--- src/rtl/rr_mux_4to1_pkg.sv ---
// mux_pkg: shared constants and helpers for the four-channel round-robin mux.
//   NUM_CH         number of input channels
//   SEL_W          width of a channel index
//   DATA_W_DEF     default data word width
//   onehot_to_idx  converts a one-hot channel vector into its channel index
package mux_pkg;

    localparam int NUM_CH     = 4;
    localparam int SEL_W      = 2;
    localparam int DATA_W_DEF = 8;

    // An all-zero vector returns 0.
    // Callers only act on the result when some bit is set.
    function automatic logic [SEL_W-1:0] onehot_to_idx(input logic [NUM_CH-1:0] oh);
        logic [SEL_W-1:0] idx;
        idx = '0;
        for (int i = 0; i < NUM_CH; i++) begin
            if (oh[i]) begin
                idx = SEL_W'(i);
            end
        end
        return idx;
    endfunction

endpackage

--- src/rtl/rr_mux_4to1_arbiter.sv ---
// rr_arbiter_4: purely combinational round-robin arbiter over four requesters.
//   req  [3:0]  request vector, bit i = channel i
//   last [1:0]  index of the most recent grant
//   gnt  [3:0]  one-hot grant, zero when nothing requests
// Priority starts at last+1 and climbs upward, wrapping from 3 to 0.
module rr_arbiter_4
    import mux_pkg::*;
(
    input  logic [NUM_CH-1:0] req,
    input  logic [SEL_W-1:0]  last,
    output logic [NUM_CH-1:0] gnt
);

    logic [SEL_W-1:0]    start;
    logic [2*NUM_CH-1:0] doubled;
    logic [NUM_CH-1:0]   rotated;
    logic [NUM_CH-1:0]   first;
    logic [SEL_W-1:0]    offset;
    logic [SEL_W-1:0]    winner;

    // The request vector is rotated so that the highest-priority channel
    // lands in bit 0. The lowest set bit is then the winner. Its offset is
    // added back to the start index, and the 2-bit sum wraps the rotation
    // for free.
    always_comb begin
        start   = last + SEL_W'(1);
        doubled = {req, req} >> start;
        rotated = doubled[NUM_CH-1:0];
        first   = rotated & (~rotated + NUM_CH'(1));
        offset  = onehot_to_idx(first);
        winner  = start + offset;
        gnt     = '0;
        if (|req) begin
            gnt = NUM_CH'(1) << winner;
        end
    end

endmodule

--- src/rtl/rr_mux_4to1.sv ---
// rr_mux_4to1: merges four valid/ready streams into one registered output
// stream. Each output word is tagged with its source channel.
//   clk, rst     clock and synchronous active-high reset
//   in_valid     per-channel valid
//   in_data      channel i occupies bits [i*DATA_W +: DATA_W]
//   in_ready     per-channel ready, combinational, one-hot or zero
//   out_valid    output register holds a word
//   out_data     registered data word
//   out_sel      registered source channel of out_data
//   out_ready    consumer accepts the word when out_valid is also high
module rr_mux_4to1
    import mux_pkg::*;
#(
    parameter int DATA_W = DATA_W_DEF
) (
    input  logic                     clk,
    input  logic                     rst,
    input  logic [NUM_CH-1:0]        in_valid,
    input  logic [NUM_CH*DATA_W-1:0] in_data,
    output logic [NUM_CH-1:0]        in_ready,
    output logic                     out_valid,
    output logic [DATA_W-1:0]        out_data,
    output logic [SEL_W-1:0]         out_sel,
    input  logic                     out_ready
);

    logic [SEL_W-1:0]  last_grant;
    logic [NUM_CH-1:0] gnt;
    logic [SEL_W-1:0]  gnt_idx;
    logic [DATA_W-1:0] gnt_data;
    logic              load;

    rr_arbiter_4 u_arbiter (
        .req  (in_valid),
        .last (last_grant),
        .gnt  (gnt)
    );

    // A new word can enter when the register is empty or being drained on
    // this same edge. This allows one word per cycle under continuous flow.
    // Reset blocks loading so that no producer believes a beat was taken
    // during the reset cycle.
    always_comb begin
        load     = !rst && (!out_valid || out_ready) && (|in_valid);
        in_ready = load ? gnt : '0;
        gnt_idx  = onehot_to_idx(gnt);
        gnt_data = in_data[gnt_idx*DATA_W +: DATA_W];
    end

    // Output register and round-robin pointer.
    // last_grant moves only on a load, so a stalled output freezes the
    // rotation. A drain with nothing to load clears valid but keeps the
    // previous data and channel tag visible.
    always_ff @(posedge clk) begin
        if (rst) begin
            out_valid  <= 1'b0;
            out_data   <= '0;
            out_sel    <= '0;
            last_grant <= SEL_W'(NUM_CH - 1);
        end else if (load) begin
            out_valid  <= 1'b1;
            out_data   <= gnt_data;
            out_sel    <= gnt_idx;
            last_grant <= gnt_idx;
        end else if (out_ready) begin
            out_valid  <= 1'b0;
        end
    end

endmodule

--- config.mk ---
export PLATFORM = sky130hd
export DESIGN_NAME = rr_mux_4to1
export DESIGN_NICKNAME = d
export VERILOG_FILES = /design/src/rtl/rr_mux_4to1_pkg.sv /design/src/rtl/rr_mux_4to1_arbiter.sv /design/src/rtl/rr_mux_4to1.sv
export SDC_FILE = /design/constraint.sdc
export NUM_CORES = 1
export LEC_CHECK = 0
export CAP_MARGIN = 20
export CORE_UTILIZATION = 39
export DETAILED_ROUTE_END_ITERATION = 6
export PLACE_DENSITY = 0.78
export SKIP_CTS_REPAIR_TIMING = 1
export SLEW_MARGIN = 20
export SYNTH_ARGS = -nofsm -noshare
export SYNTH_HDL_FRONTEND = slang
export SYNTH_SLANG_ARGS = --single-unit
--- constraint.sdc ---
create_clock -name clk -period 2.9 [get_ports clk]
set_clock_uncertainty 0.1 [all_clocks]
set_input_delay 0.435 -clock clk [delete_from_list [all_inputs] [get_ports clk]]
set_output_delay 0.435 -clock clk [all_outputs]
set_load 0.01 [all_outputs]
==> results_dict.tcl <==
set metrics [dict create \
    pre_cts_ws_ns -0.838 \
    final_cell_count_no_fill 231 \
    yosys_warnings 0 \
    ys_types 37 \
    via_per_inst 5.49 \
    layout_setup_ws_ns -0.0959 \
    finalMaxSlewViolations 0 \
    cts-buffers-inserted 3 \
    insertion_delay_ns 0.29 \
    cpMaxStageDelayCell "or4_4" \
    violations "setup timing" \
    critPathTopFamily "simple AND/OR/NAND/NOR gates" \
    status "finished with violations" \
    grt_pass1_wl_mm 5.04 \
    p_total_mw 1.87 \
    io-pin-count 54 \
    vias 1268 \
    path_cells "or4_4 -> nand3_4 -> ha_4 -> xor2_1 -> xnor2_1 -> xor2_1 -> buf_4 -> nor3_1 -> buf_2" \
    chipWidth_um 52.7 \
    ir_drop_v 0.000696 \
    hpwl_mm 2.47 \
    rsz0062_at_grt "true" \
    grt_pass1_vias 1177 \
    ys_seq_elements 13 \
    fmax_ghz 0.334 \
    finalSetupViolCount 4 \
    async_flop_share 0 \
    synth-edff-count 0 \
    grt.total_usage 0.248 \
    cts_tree "yes" \
    tightest_slew_ns 0.376 \
    synth_cells 126 \
    grt_start_max_net_pins 19 \
    synth_nets 167 \
    cts.sinks 13 \
    timing.final.crit_share 1.03 \
    post-route-util 0.723 \
    antennaDiodeCount 0 \
    synthFlopType "dfxtp_1" \
    reg2reg_to "out_sel[1]" \
    final_common_cell "clkdlybuf4s50_1" \
    nets 243 \
    grt-ovfl-total 0 \
    rows 18 \
    postPlaceCellArea_mm2 0.00169 \
    timing.rr.start "last_grant[0]" \
    initial_core_util 0.409 \
    crit_required_ns 2.37 \
    hp-class "reg2reg" \
    die_area_mm2 0.00278 \
    tns_ns -0.322 \
    antenna_found_initial 0 \
    place_congestion 0.770 \
    cap_violations 0 \
    clk_path_buf_depth 2 \
    hold-path-endpoint "out_data[6]" \
    cpMostUsedCell "xor2_1" \
    wire_per_inst_um 14.1 \
    path_buf_inv 2 \
    drt-total-wl_mm 3.27 \
    drt-pass1-iter-count 4 \
    drtIter0Drc 24 \
    die_h_um 52.7 \
    hp-start "out_data[6]" \
    critPathLaunch "last_grant[0]" \
    critical_path.max_stage_delay_ns 0.55 \
    stdcell_area_mm2 0.00177 \
    clkTransAtPathRegs_ns 0.08 \
    cts_max_level 1 \
    final_cell_mix "clkdlybuf4s50_1 (45), buf_4 (25), nand3_1 (17)" \
    syn2layout_area_growth_pct 76.8 \
    r2r_cells 11 \
    p_per_area_mw_per_mm2 1050 \
    start_kind "flip-flop" \
    ant_nets 0 \
    cts-root-buf "clkbuf_4" \
    drive_above_1_share 0.274 \
    slew_headroom 0.749 \
    core-area_mm2 0.00245 \
    placed_cells 226 \
    port_buffers 53 \
    period_minus_slack_ns 3.00 \
    worst_setup_path_end_kind "output pin" \
    worst-path-max-fanout 7 \
    r2r_slack_ns 0.20 \
    route.detailed.drc 0 \
    synth.avg_cell_area_um2 7.96 \
    hold_viol_final 0 \
    p_leak_nw 0.765 \
    crit_type "reg2out" \
    whs_ns 0.396 \
    arrival_ns 2.46 \
    ys_seq_area_frac 0.259 \
    holdPathStages 1 \
    syn_area_mm2 0.00100 \
]
state kept, by name (all words and copies together) (netlist names):
signal	count
last_grant	2
out_data	8
out_sel	2
out_valid	1
cells in the mapped netlist (2+ instances only):
cell type | number | area (µm²)
a211o_1 | 2 | 17.5
buf_6 | 5 | 56.3
dfxtp_1 | 13 | 260
nor3b_1 | 2 | 15.0
ha_1 | 2 | 25.0
nor3_1 | 3 | 15.0
a31oi_1 | 8 | 50.1
nand2b_1 | 2 | 12.5
o32ai_1 | 2 | 17.5
a22o_1 | 8 | 70.1
a21oi_1 | 2 | 10.0
nand2_1 | 12 | 45.0
nand3_1 | 18 | 90.1
clkbuf_1 | 3 | 11.3
o22ai_1 | 9 | 56.3
xor2_1 | 2 | 17.5
inv_1 | 3 | 11.3
nor2_1 | 10 | 37.5
or4_1 | 2 | 15.0
cells by family (layout without fill, tap and decap cells):
kind of cell | after synthesis | count (layout) | synth area share
simple gates | 56 | 56 | 0.298
compound gates | 37 | 37 | 0.274
buf+inv | 14 | 89 | 0.0948
flops | 13 | 13 | 0.259
xor+xnor | 3 | 3 | 0.0262
fa+ha+maj | 2 | 2 | 0.0249
mux | 1 | 1 | 0.0224
routing by layer:
| layer | global-route usage | wire, µm |
|---|---|---|
| met5 | 0 | 0 |
| met4 | 0.118 | 61 |
| met3 | 0.0435 | 210 |
| met2 | 0.399 | 1590 |
| met1 | 0.315 | 1400 |
cell type report:
cell class | instances | area, µm²
fill | 191 | 681
sequential | 13 | 262
multi-input combinational | 99 | 707
timing repair buffer | 81 | 727
clock buffer | 4 | 26.3
inverter | 4 | 15.0
tap | 30 | 37.5
how the worst max path moves through the flow:
stage,depth (start not counted),endpoint,slack [ns]
2_1_floorplan,9,in_ready[2],0.001
3_3_place_gp,11,in_ready[3],-0.77
3_5_place_dp,12,in_ready[0],-0.84
4_1_cts,12,in_ready[0],-0.84
5_1_grt,11,in_ready[3],-0.22
6_report,9,in_ready[0],-0.1
power by group:
part / internal (mW) / switching, mW
combinational: 0.736 / 0.718
clock: 0.0535 / 0.0620
sequential: 0.249 / 0.0481
No activity file was read; power rests on OpenSTA's default activity.
